## src/rtl/qos_packet_arbiter.sv

```systemverilog
// Packet-level N-to-1 stream arbiter: QoS priority, round-robin among equal QoS, registered master side.
// Define QOS_ARB_AGING_EN to promote streams that lose AGE_LIMIT arbitrations in a row.
module qos_packet_arbiter #(
    parameter int unsigned T_DATA_WIDTH = 32,
    parameter int unsigned T_QOS_WIDTH  = 4,
    parameter int unsigned STREAM_COUNT = 4,
    parameter int unsigned T_ID_WIDTH   = (STREAM_COUNT > 1) ? $clog2(STREAM_COUNT) : 1,
    parameter int unsigned AGE_LIMIT    = 15
) (
    input  logic                                        clk,
    input  logic                                        rst_n,
    input  logic [STREAM_COUNT-1:0][T_DATA_WIDTH-1:0]   s_data_in,
    input  logic [STREAM_COUNT-1:0][T_QOS_WIDTH-1:0]    s_qos_in,
    input  logic [STREAM_COUNT-1:0]                     s_last_in,
    input  logic [STREAM_COUNT-1:0]                     s_valid_in,
    output logic [STREAM_COUNT-1:0]                     s_ready_out,
    output logic [T_DATA_WIDTH-1:0]                     m_data_out,
    output logic [T_QOS_WIDTH-1:0]                      m_qos_out,
    output logic [T_ID_WIDTH-1:0]                       m_id_out,
    output logic                                        m_last_out,
    output logic                                        m_valid_out,
    input  logic                                        m_ready_in
);

    typedef enum logic {IDLE, LOCKED} state_e;

    state_e                    state_q, state_d;
    logic [T_ID_WIDTH-1:0]     sel_q, sel_d;
    logic [T_QOS_WIDTH-1:0]    sel_qos_q, sel_qos_d;
    logic [T_ID_WIDTH-1:0]     rr_ptr_q, rr_ptr_d;
    logic [T_DATA_WIDTH-1:0]   m_data_q, m_data_d;
    logic [T_QOS_WIDTH-1:0]    m_qos_q, m_qos_d;
    logic [T_ID_WIDTH-1:0]     m_id_q, m_id_d;
    logic                      m_last_q, m_last_d;
    logic                      m_valid_q, m_valid_d;

    logic [STREAM_COUNT-1:0][T_QOS_WIDTH-1:0] eff_qos;
    logic [T_QOS_WIDTH-1:0]    max_qos;
    logic [STREAM_COUNT-1:0]   cand;
    logic                      any_cand;
    logic [T_ID_WIDTH-1:0]     win;
    logic [T_QOS_WIDTH-1:0]    win_qos;

    logic [STREAM_COUNT-1:0]   sel_onehot;
    logic                      sel_valid;
    logic                      sel_last;
    logic [T_DATA_WIDTH-1:0]   sel_data;
    logic                      out_free;

`ifdef QOS_ARB_AGING_EN
    localparam int unsigned AGE_W = $clog2(AGE_LIMIT + 1);
    logic [STREAM_COUNT-1:0][AGE_W-1:0] age_q, age_d;
`endif

    // Effective priority, candidate set and round-robin winner starting after rr_ptr
    always_comb begin : arb
        int unsigned idx;
        logic        found;
        max_qos = '0;
        cand    = '0;
        win     = rr_ptr_q;
        win_qos = '0;
        found   = 1'b0;
        idx     = 0;
        for (int unsigned i = 0; i < STREAM_COUNT; i++) begin
            eff_qos[i] = s_qos_in[i];
`ifdef QOS_ARB_AGING_EN
            if (age_q[i] == AGE_W'(AGE_LIMIT)) eff_qos[i] = '1;
`endif
            if (s_valid_in[i] && (eff_qos[i] > max_qos)) max_qos = eff_qos[i];
        end
        for (int unsigned i = 0; i < STREAM_COUNT; i++) begin
            cand[i] = s_valid_in[i] && (eff_qos[i] == max_qos);
        end
        any_cand = |cand;
        for (int unsigned k = 1; k <= STREAM_COUNT; k++) begin
            idx = 32'(rr_ptr_q) + k;
            if (idx >= STREAM_COUNT) idx = idx - STREAM_COUNT;
            for (int unsigned i = 0; i < STREAM_COUNT; i++) begin
                if (!found && cand[i] && (idx == i)) begin
                    win     = T_ID_WIDTH'(i);
                    win_qos = s_qos_in[i];
                    found   = 1'b1;
                end
            end
        end
    end

    // Mux of the locked stream's inputs
    always_comb begin : sel_mux
        sel_onehot = '0;
        sel_valid  = 1'b0;
        sel_last   = 1'b0;
        sel_data   = '0;
        for (int unsigned i = 0; i < STREAM_COUNT; i++) begin
            if (sel_q == T_ID_WIDTH'(i)) begin
                sel_onehot[i] = 1'b1;
                sel_valid     = s_valid_in[i];
                sel_last      = s_last_in[i];
                sel_data      = s_data_in[i];
            end
        end
    end

    // Next state, output register loading and slave ready
    always_comb begin : next
        state_d     = state_q;
        sel_d       = sel_q;
        sel_qos_d   = sel_qos_q;
        rr_ptr_d    = rr_ptr_q;
        m_data_d    = m_data_q;
        m_qos_d     = m_qos_q;
        m_id_d      = m_id_q;
        m_last_d    = m_last_q;
        m_valid_d   = m_valid_q;
        s_ready_out = '0;
        out_free    = !m_valid_q || m_ready_in;
        if (m_ready_in) m_valid_d = 1'b0;
        case (state_q)
            IDLE: begin
                if (any_cand) begin
                    state_d   = LOCKED;
                    sel_d     = win;
                    sel_qos_d = win_qos;
                end
            end
            LOCKED: begin
                if (out_free) s_ready_out = sel_onehot;
                if (out_free && sel_valid) begin
                    m_data_d  = sel_data;
                    m_last_d  = sel_last;
                    m_id_d    = sel_q;
                    m_qos_d   = sel_qos_q;
                    m_valid_d = 1'b1;
                    if (sel_last) begin
                        state_d  = IDLE;
                        rr_ptr_d = sel_q;
                    end
                end
            end
            default: state_d = IDLE;
        endcase
    end

    always_ff @(posedge clk or negedge rst_n) begin : regs
        if (!rst_n) begin
            state_q   <= IDLE;
            sel_q     <= '0;
            sel_qos_q <= '0;
            rr_ptr_q  <= T_ID_WIDTH'(STREAM_COUNT - 1);
            m_data_q  <= '0;
            m_qos_q   <= '0;
            m_id_q    <= '0;
            m_last_q  <= 1'b0;
            m_valid_q <= 1'b0;
        end else begin
            state_q   <= state_d;
            sel_q     <= sel_d;
            sel_qos_q <= sel_qos_d;
            rr_ptr_q  <= rr_ptr_d;
            m_data_q  <= m_data_d;
            m_qos_q   <= m_qos_d;
            m_id_q    <= m_id_d;
            m_last_q  <= m_last_d;
            m_valid_q <= m_valid_d;
        end
    end

`ifdef QOS_ARB_AGING_EN
    // Losers that were valid age by one per grant (saturating); the winner restarts at zero
    always_comb begin : age_next
        age_d = age_q;
        if ((state_q == IDLE) && any_cand) begin
            for (int unsigned i = 0; i < STREAM_COUNT; i++) begin
                if (win == T_ID_WIDTH'(i)) begin
                    age_d[i] = '0;
                end else if (s_valid_in[i] && (age_q[i] != AGE_W'(AGE_LIMIT))) begin
                    age_d[i] = age_q[i] + AGE_W'(1);
                end
            end
        end
    end

    always_ff @(posedge clk or negedge rst_n) begin : age_regs
        if (!rst_n) age_q <= '0;
        else        age_q <= age_d;
    end
`endif

    assign m_data_out  = m_data_q;
    assign m_qos_out   = m_qos_q;
    assign m_id_out    = m_id_q;
    assign m_last_out  = m_last_q;
    assign m_valid_out = m_valid_q;

endmodule

```

## config.mk

```make
export PLATFORM = sky130hd
export DESIGN_NAME = qos_packet_arbiter
export DESIGN_NICKNAME = d
export VERILOG_FILES = /design/src/rtl/qos_packet_arbiter.sv
export SDC_FILE = /design/constraint.sdc
export NUM_CORES = 1
export LEC_CHECK = 0
export CAP_MARGIN = 20
export CORE_ASPECT_RATIO = 0.8
export CORE_MARGIN = 2
export CORE_UTILIZATION = 39
export CTS_BUF_LIST = sky130_fd_sc_hd__clkbuf_8 sky130_fd_sc_hd__clkbuf_16
export CTS_CLUSTER_SIZE = 16
export DETAILED_ROUTE_END_ITERATION = 12
export PLACE_DENSITY_LB_ADDON = 0.25
export SKIP_CTS_REPAIR_TIMING = 1
export SLEW_MARGIN = 20
export SYNTH_ARGS = -nofsm -noshare
export SYNTH_HDL_FRONTEND = slang
export SYNTH_SLANG_ARGS = --single-unit
```

## constraint.sdc

```tcl
create_clock -name clk -period 2.6 [get_ports clk]
set_clock_uncertainty 0.1 [all_clocks]
set_input_delay 0.26 -clock clk [delete_from_list [all_inputs] [get_ports clk]]
set_output_delay 0.26 -clock clk [all_outputs]
set_load 0.03 [all_outputs]
```

After elaboration in Yosys (flattened, before gate mapping)
Index checks and enable logic that the tools add are counted.
{"block": "classes", "n_addsub": 8, "bitwise": 1, "reduce_logical": 66, "n_mux": 80, "magnitude_cmp": 8, "n_eq_ne": 19}
{"op": "$eq A32 B2 Y1 const B", "count": 8}
{"op": "$mux W32", "count": 8}
{"op": "$eq A32 B1 Y1 const B", "count": 4}
{"op": "$logic_not A32 Y1", "count": 4}
{"op": "$mux W4", "count": 22}
{"op": "$logic_and A1 B1 Y1", "count": 40}
{"op": "$mux W1", "count": 33}
{"op": "$mux W2", "count": 16}
{"op": "$eq A4 B4 Y1", "count": 4}
{"op": "$logic_not A1 Y1", "count": 16}
{"op": "$gt A4 B4 Y1", "count": 3}
{"op": "$sub A3 B3 Y4 const B", "count": 3}
{"op": "$ge A3 B3 Y1 const B", "count": 3}
{"op": "$add A2 B2 Y3 const B", "count": 2}
{"op": "$sub A4 B3 Y5 const B", "count": 1}
{"op": "$add A2 B3 Y4 const B", "count": 1}
{"op": "$eq A2 B2 Y1 const B", "count": 2}
{"op": "$ge A4 B3 Y1 const B", "count": 1}
{"op": "$gt A4 B1 Y1 const B", "count": 1}
{"op": "$reduce_and A2 Y1", "count": 2}
{"op": "$reduce_or A4 Y1", "count": 1}
{"op": "$add A2 B1 Y3 const B", "count": 1}
{"op": "$reduce_and A3 Y1", "count": 1}
{"op": "$eq A2 B1 Y1 const B", "count": 1}
{"op": "4 further kinds", "count": 4}
{"block": "totals", "elab_cells": 191, "register_bits": 49, "input_bits": 155, "out_inout_bits": 44}

Depth between registers and ports, before layout
Gate-level depths: netlist of the first run.
{"block": "depth", "word_depth": 76, "depth_mapped": 28}

Worst setup path before layout of the first run
No wires, ideal clock.
{"block": "synth_timing", "path_kind": "input -> register", "start": "input port s_qos_in[3] (netlist bit)", "end": "register sel_qos_q[0]", "slack_ns": -3.003, "n_path_buf": 2, "setup_ns": 0.139, "stages": 25, "required_time_ns": 2.361, "arrival_ns": 5.364, "cell_sequence": "nand2_1 ha_1 nand4_2 nand2_2 a32o_2 nor2_1 ha_1 a21oi_1 a21oi_2 o31ai_1 ha_1 nor2b_1 o211ai_1 a21o_1 buf_2 nor2_1 nor3_1 o211ai_2 or3_1 buf_6 nand4_1 a21oi_1 a2111oi_4 o2bb2ai_1 a31oi_1"}
{"block": "synth_between", "elab_chain_cells": 76, "elab_cells_between_ends": 99}
{"element": "from (decl)", "line": "13", "text": "input logic [STREAM_COUNT-1:0][T_QOS_WIDTH-1:0] s_qos_in,"}
{"element": "$gt A4 B1 Y1", "line": "70", "text": "if (s_valid_in[i] && (eff_qos[i] > max_qos)) max_qos = eff_qos[i];"}
{"element": "$logic_and A1 B1 Y1", "line": "70"}
{"element": "$mux W4", "line": "70"}
{"element": "$gt A4 B4 Y1", "line": "70"}
{"element": "$logic_and A1 B1 Y1", "line": "70"}
{"element": "$mux W4", "line": "70"}
{"element": "$gt A4 B4 Y1", "line": "70"}
{"element": "$logic_and A1 B1 Y1", "line": "70"}
{"element": "[57 not listed]"}
{"element": "$logic_and A1 B1 Y1 (2 in a row)", "line": "80", "text": "if (!found && cand[i] && (idx == i)) begin"}
{"element": "$mux W1", "line": "80"}
{"element": "$logic_not A1 Y1", "line": "80"}
{"element": "$logic_and A1 B1 Y1 (2 in a row)", "line": "80"}
{"element": "$mux W1", "line": "80"}
{"element": "$logic_not A1 Y1", "line": "80"}
{"element": "$logic_and A1 B1 Y1 (2 in a row)", "line": "80"}
{"element": "$mux W4", "line": "80"}
{"element": "to (signal assigned)", "line": "159", "text": "sel_qos_q <= sel_qos_d;"}
{"element": "to (decl)", "line": "29", "text": "logic [T_QOS_WIDTH-1:0] sel_qos_q, sel_qos_d;"}
Several ways; a longest one is shown, not always the timed one.
A chain may end at the register's enable or synchronous reset.

Worst setup path in the final report of the first run
{"block": "layout_timing", "start": "input port s_valid_in[0]", "end": "register sel_qos_q[3]"}
{"block": "layout_between", "elab_chain_cells": 75, "elab_cells_between_ends": 98}
{"element": "from (decl)", "line": "15", "text": "input logic [STREAM_COUNT-1:0] s_valid_in,"}
{"element": "$logic_and A1 B1 Y1", "line": "70"}
{"element": "$mux W4", "line": "70"}
{"element": "$gt A4 B4 Y1", "line": "70"}
{"element": "$logic_and A1 B1 Y1", "line": "70"}
{"element": "$mux W4", "line": "70"}
{"element": "$gt A4 B4 Y1", "line": "70"}
{"element": "$logic_and A1 B1 Y1", "line": "70"}
{"element": "$mux W4", "line": "70"}
{"element": "[56 not listed]"}
{"element": "$logic_and A1 B1 Y1 (2 in a row)", "line": "80"}
{"element": "$mux W1", "line": "80"}
{"element": "$logic_not A1 Y1", "line": "80"}
{"element": "$logic_and A1 B1 Y1 (2 in a row)", "line": "80"}
{"element": "$mux W1", "line": "80"}
{"element": "$logic_not A1 Y1", "line": "80"}
{"element": "$logic_and A1 B1 Y1 (2 in a row)", "line": "80"}
{"element": "$mux W4", "line": "80"}
Several ways; a longest one is shown, not always the timed one.

==> flow_metrics.py, run 1 <==
metrics = {
    "place": {
        "global_placer_s_final_weighted_congestion": 0.959,
        "port_buffers": 198,
        "dp_cells": 861,
        "placedInstanceArea_um2": 7630,
        "placement.setup.worst_slack_ns": -3.67,
        "detailed_place_hpwl_um": 16100,
    },
    "cells_and_area": {
        "postLayoutCellArea_um2": 8220,
        "most_frequent_standard_cell_in_the_layout_excluding_fill_and_tap_cells": "clkdlybuf4s50_1",
        "area_delta_synth_final_pct": 79.8,
        "finish.net_count": 901,
        "total_inserted_antenna_cells": 0,
        "layout.cells.non_filler": 883,
        "final_cell_mix": "clkdlybuf4s50_1, buf_4, dfrtp_1, mux2_2, mux4_2",
        "finish.utilization_pct": 71.7,
        "drive_gt1_share_pct": 41.4,
    },
    "outcome": {
        "status": "finished, violations left",
        "failed_checks": "setup timing",
    },
    "timing": {
        "setup_viol": 7,
        "timing.slew.headroom_pct": 48.9,
        "layout_min_cycle_time_ns": 5.46,
        "grt_setup_unrepaired": "yes",
        "post-route-period-util_pct": 210,
        "final_max_slew_viol_count": 0,
        "fmax_mhz": 183,
        "post_route_setup_slack_ns": -2.86,
        "worst_slew_pin_slew_ns": 0.763,
        "timing.final.hold_violations": 0,
    },
    "floorplan": {
        "die_h_um": 101,
        "effective_utilization_at_floorplan_pct": 39.9,
        "core_area_um2": 11500,
        "fp-row-count": 35,
        "pin_count": 199,
        "die-area_um2": 12600,
        "die_x_um": 125,
    },
    "setup_path": {
        "path_buf_inv": 6,
        "cp.arrival_ns": 5.52,
        "timing.critical_path.fanout_max": 8,
        "critical_path_required_ns": 2.66,
        "worstRegToRegCells": 9,
        "critical-path-top-cell-by-count": "buf_4",
        "critical-path-slowest-cell": "nor3b_4",
        "critPathMaxStageDelay_ns": 0.34,
        "cp-start-kind": "input pin",
        "critical_path.top_delay_family": "compound AO/OA/AOI/OAI gates",
        "worstSetupPathDepth": 29,
        "worstSetupEndpointType": "flop",
        "timing_worst_setup_path_type": "input pin to flop",
    },
    "yosys": {
        "yosys-top-cells-area": "dfrtp_1, mux4_2, mux2_2",
        "syn_nets": 597,
        "yosys_warnings": 0,
        "synthDominantCellAreaShare_pct": 25.7,
        "synth_sequential_area_ratio_pct": 26.9,
        "yosysUniqueCellTypes": 92,
        "synthesis.area_um2": 4570,
        "post_synthesis_cell_count": 430,
        "synth.ff_latch_count": 49,
        "synth_edf_count": 0,
        "syn-mean-instance-area_um2": 10.6,
        "asyncSetResetFlopFracSynth_pct": 100,
        "synth-main-ff-cell": "dfrtp_1",
        "synth_largest_area_cell": "dfrtp_1",
    },
    "power_and_ir_drop": {
        "vdd_drop_max_v": 0.000476,
        "proportion_of_total_power_due_to_net_switching_pct": 42.7,
        "totalPowerFinal_mw": 6.95,
        "static-leakage-power_nw": 3.32,
        "seqPwrFrac_pct": 21.3,
        "pwr-share-comb_pct": 69.3,
        "internal_power_mw": 3.98,
        "net-switching-power_mw": 2.97,
        "pwr-share-clk_pct": 9.4,
        "power_density_normalized_to_cell_area_nw_per_um2": 845,
    },
    "route": {
        "drtAntennaViolNets": 0,
        "residual_drc_count": 0,
        "drtPass1Iterations": 4,
        "routed_wire_length_per_instance_um": 22.7,
        "route.detailed.vias_per_inst": 5.88,
        "drtIter0Drc": 387,
        "dr_total_vias": 5195,
        "detail_route.wirelength_um": 20000,
    },
    "global_route": {
        "grt_start_max_net_pins": 40,
        "grt_first_pass_wirelength_um": 29200,
        "total_routing_usage_reported_by_global_routing_pct": 30.1,
        "vias_in_the_first_global_route": 5154,
        "antenna_violations_before_repair": 0,
        "grt_overflow_total": 0,
    },
    "clock_network": {
        "cts.clk_slew.worst_paths_ns": 0.06,
        "cts_root_buf": "clkbuf_16",
        "tritoncts.num_buffers": 5,
        "clk_path_buf_depth": 2,
        "htree_num_levels": 2,
        "clk-insertion-delay-late_ns": 0.29,
        "clock_sinks": 49,
        "tritoncts": "built",
    },
    "job": {
        "count_of_maximum_capacitance_violations": 0,
    },
    "hold_path": {
        "min_path_cells": 2,
        "hold_path_class": "flop to flop",
    },
}
==> area by class of cell <==
class / count / area (um^2)
Clock buffer: 6 / 139
Clock inverter: 2 / 11.3
Fill cell: 855 / 3250
Inverter: 10 / 37.5
Multi-Input combinational cell: 345 / 3630
Sequential cell: 49 / 1230
Tap cell: 148 / 185
Timing Repair Buffer: 323 / 2990
==> flip-flops by register name, indices dropped and copies added (netlist names) <==
signal,cells
m_last_out,1
state_q,1
m_qos_out,4
m_data_out,32
sel_q,2
sel_qos_q,4
m_valid_out,1
rr_ptr_q,2
m_id_out,2
==> path summary, 6_finish.rpt <==
check                         startpoint              to  slack (ns)
max                        s_valid_in[0]    sel_qos_q[3]       -2.86
max in group asynchronous          rst_n     rr_ptr_q[0]        1.20
max reg2reg                  rr_ptr_q[1]    sel_qos_q[3]        0.19
min                           m_last_out      m_last_out        0.38
min in group asynchronous          rst_n  m_data_out[11]        0.47
min reg2reg                   m_last_out      m_last_out        0.38
==> synth_stat cells, types with 3 or more instances <==
cell type / count
a21o_1: 4
a21oi_1: 11
a21oi_2: 8
a22oi_1: 3
a311oi_1: 3
a31oi_1: 9
and3_1: 8
buf_2: 5
clkbuf_1: 18
dfrtp_1: 47
ha_1: 12
inv_1: 10
mux2_2: 40
mux4_2: 34
nand2_1: 33
nand2b_1: 3
nand3_1: 9
nand4_1: 8
nand4b_1: 3
nor2_1: 33
nor2b_1: 3
nor3_1: 6
o211a_1: 3
o211ai_1: 6
o21a_1: 5
o21ai_0: 7
o21ai_1: 3
o22ai_1: 4
o311a_1: 3
or3_1: 5
xnor2_1: 3
==> worst reg2reg max path, stage by stage, from the launching register on <==
cell	delay, ns
dfstp_2	0.66
inv_1	0.09
buf_4	0.17
nor2_1	0.31
nand4_1	0.28
buf_4	0.22
o22ai_1	0.14
nor2_1	0.06
a21oi_1	0.19
a21oi_1	0.06
==> power by group through the flow <==
stage | clock, mW | combinational [mW] | sequential, mW
2_1_floorplan | 0 | 2.21 | 1.98
3_3_place_gp | 0 | 4.55 | 1.46
3_5_place_dp | 0 | 4.60 | 1.49
4_1_cts | 0.671 | 4.62 | 1.47
5_1_grt | 0.711 | 5.07 | 1.53
6_report | 0.656 | 4.82 | 1.48
==> metal layers <==
| layer | share of wire, % | GRT usage [%] | up-vias | routed length (um) |
|---|---|---|---|---|
| met5 | 0 | 0 | - | 0 |
| met4 | 1.4 | 5.90 | 0 | 271 |
| met3 | 8.6 | 6.42 | 23 | 1720 |
| met2 | 47 | 46.7 | 262 | 9350 |
| met1 | 43 | 44.0 | 2572 | 8670 |
| li1 | - | - | 2338 | - |
==> stage by stage <==
stage                     TNS (ns)  hold WS, ns
after floorplan             -16.33       -0.136
after global placement      -23.40        0.253
after detailed placement    -24.30        0.273
after CTS                   -22.33      -0.0385
after global routing        -19.92        0.411
final                       -18.69        0.375
==> cells by family after synthesis <==
kind of cell	Yosys count	synth area share, %
and+or+nand+nor	136	16.5
AOI/OAI and AO/OA	117	22.1
muxes	75	26.8
DFF	49	26.9
buffers and inverters	36	3.34
adders and majority gates	12	3.28
xor gates and xnor gates	5	1.12
No activity file was read; power rests on OpenSTA's default activity.
==> run 2: changes to the inputs <==
SLEW_MARGIN = unset   (was 20)
==> results of run 2 <==
No change in the layout: final DEF, timing and power equal those of run 1.
==> run 3: changes to the inputs <==
CORE_UTILIZATION = 59   (was 39)
DONT_BUFFER_PORTS = 1   (was unset)
PLACE_DENSITY_LB_ADDON = 0.3   (was 0.25)
==> run 3 against run 2 <==
The flow finishes with violations (hold timing, setup timing). Sequential power up 48%. Routed wire length down 9.3%. Clock power down 14%. Via count down 10%. Setup slack better by 0.18 ns. Sequential share of layout area up 5.0 points. Die area down 33%. Cell count down 28%. Register-to-register slack worse by 0.11 ns. Worst hold slack worse by 0.38 ns. Largest cell class unchanged.
==> flow_metrics.py, run 3 (same netlist as run 1, synthesis figures left out) <==
metrics = {
    "outcome": {
        "status": "finished, violations left",
        "failed_checks": "hold timing, setup timing",
    },
    "setup_path": {
        "reg2reg_from": "rr_ptr_q[1]",
        "timing_worst_setup_path_type": "input pin to flop",
        "critical_path_required_ns": 2.71,
        "critical-path-slowest-cell": "nor4_4",
        "cp.arrival_ns": 5.39,
        "critPathMaxStageDelay_ns": 0.32,
        "timing.critical_path.fanout_max": 7,
        "critical-path-top-cell-by-count": "buf_4",
        "path_buf_inv": 4,
        "startpoint": "s_qos_in[1]",
        "cp-start-kind": "input pin",
        "critical_path.top_delay_family": "compound AO/OA/AOI/OAI gates",
        "worstSetupEndpointType": "flop",
    },
    "cells_and_area": {
        "fill_cells": 433,
        "area_delta_synth_final_pct": 35.0,
        "most_frequent_standard_cell_in_the_layout_excluding_fill_and_tap_cells": "buf_4",
        "postLayoutCellArea_um2": 6170,
        "seqCellArea_um2": 1230,
        "finish.utilization_pct": 82.7,
        "final_cell_mix": "buf_4, dfrtp_1, mux2_2, mux4_2, nor2_1",
        "multiInputGateArea_um2": 3680,
        "drive_gt1_share_pct": 55.3,
        "largest_register_ffs": 32,
        "finish.net_count": 690,
    },
    "timing": {
        "grt_setup_unrepaired": "yes",
        "timing.final.hold_violations": 1,
        "setup_viol": 7,
        "timing.slew.headroom_pct": 61.7,
        "fmax_mhz": 189,
        "worst_slew_pin_slew_ns": 0.572,
        "post_route_setup_slack_ns": -2.68,
        "fin_worst_hold_slack_ns": -0.00836,
        "layout_min_cycle_time_ns": 5.28,
        "post-route-period-util_pct": 203,
        "final_max_slew_viol_count": 0,
    },
    "hold_path": {
        "hold_path_class": "input pin to flop",
        "timing.hold.worst.start": "s_qos_in[13]",
    },
    "clock_network": {
        "cts.clk_slew.worst_paths_ns": 0.10,
        "clk_path_buf_depth": 2,
        "clock_sinks": 49,
        "tritoncts": "built",
        "tritoncts.num_buffers": 5,
        "clk-insertion-delay-late_ns": 0.31,
        "htree_num_levels": 2,
        "cts_root_buf": "clkbuf_8",
    },
    "global_route": {
        "grt_start_max_net_pins": 50,
        "antenna_violations_before_repair": 3,
        "grt_overflow_total": 0,
        "vias_in_the_first_global_route": 4221,
        "grt_first_pass_wirelength_um": 23900,
        "total_routing_usage_reported_by_global_routing_pct": 38.6,
    },
    "place": {
        "global_placer_s_final_weighted_congestion": 1.12,
        "detailed_place_hpwl_um": 13700,
        "port_buffers": 0,
        "placedInstanceArea_um2": 5480,
    },
    "route": {
        "drtIter0Drc": 598,
        "route.detailed.vias_per_inst": 7.36,
        "detail_route.wirelength_um": 18200,
        "routed_wire_length_per_instance_um": 28.6,
        "drtAntennaViolNets": 0,
        "dr_total_vias": 4669,
        "drtPass1Iterations": 6,
        "residual_drc_count": 0,
    },
    "power_and_ir_drop": {
        "vdd_drop_max_v": 0.000828,
        "power_density_normalized_to_cell_area_nw_per_um2": 993,
        "static-leakage-power_nw": 2.43,
    },
    "floorplan": {
        "die-area_um2": 8480,
        "core_area_um2": 7460,
        "pin_count": 199,
        "die_x_um": 102,
        "fp-row-count": 28,
        "die_h_um": 82.7,
        "effective_utilization_at_floorplan_pct": 61.3,
    },
    "job": {
        "count_of_maximum_capacitance_violations": 0,
    },
}
==> run 3: cell types whose count changed in the layout (fill, tap and decap cells not counted), sizes merged, moves of 5 or more <==
| cell | change |
|---|---|
| clkdlybuf4s50 | -188 |
| buf | -18 |
| dlymetal6s2s | -7 |
| diode | +5 |
==> run 3: layout make-up <==
cell class	count	area share (%)
Antenna cell	5	0.203
Clock buffer	5	1.11
Clock inverter	3	0.710
Inverter	10	0.608
Multi-Input combinational cell	346	59.6
Sequential cell	49	19.9
Tap cell	105	2.13
Timing Repair Buffer	111	15.7
==> run 3: per-layer routing <==
metal  track usage (%)  part of all wire, %
met5                 0                    0
met4              16.1                  5.0
met3              12.6                   13
met2              57.0                   45
met1              52.4                   37
==> run 3: power by group <==
| part | leakage (nW) | switching, mW | total [mW] | internal, mW |
|---|---|---|---|---|
| combinational | 1.79 | 1.57 | 3.37 | 1.80 |
| clock | 0.0586 | 0.277 | 0.565 | 0.289 |
| sequential | 0.581 | 1.04 | 2.19 | 1.16 |
| total | 2.43 | 2.88 | 6.13 | 3.25 |
==> run 3: path summary, 6_finish.rpt <==
path                                      to  slack [ns]  cells after the start
worst max register to register  sel_qos_q[3]        0.08                      9
worst max-delay path            sel_qos_q[3]       -2.68                     28
max in group asynchronous        rr_ptr_q[0]        1.71                      2
min in group asynchronous       m_qos_out[1]        0.39                      2
worst min-delay path            sel_qos_q[1]      -0.008                      2
worst min register to register  sel_qos_q[1]        0.48                      2
==> run 3: per-stage QoR <==
step | setup WS [ns] | TNS [ns] | total power, mW | hold slack (ns) | cells
2_1_floorplan | -2.56 | -16.33 | 4.19 | -0.136 | 430
3_3_place_gp | -2.95 | -19.30 | 5.07 | -0.135 | 599
3_5_place_dp | -2.96 | -19.51 | 5.20 | -0.135 | 599
4_1_cts | -2.63 | -17.23 | 5.76 | -0.483 | 607
5_1_grt | -2.84 | -18.39 | 6.42 | 0.0292 | 633
6_report | -2.68 | -17.17 | 6.13 | -0.00836 | 634
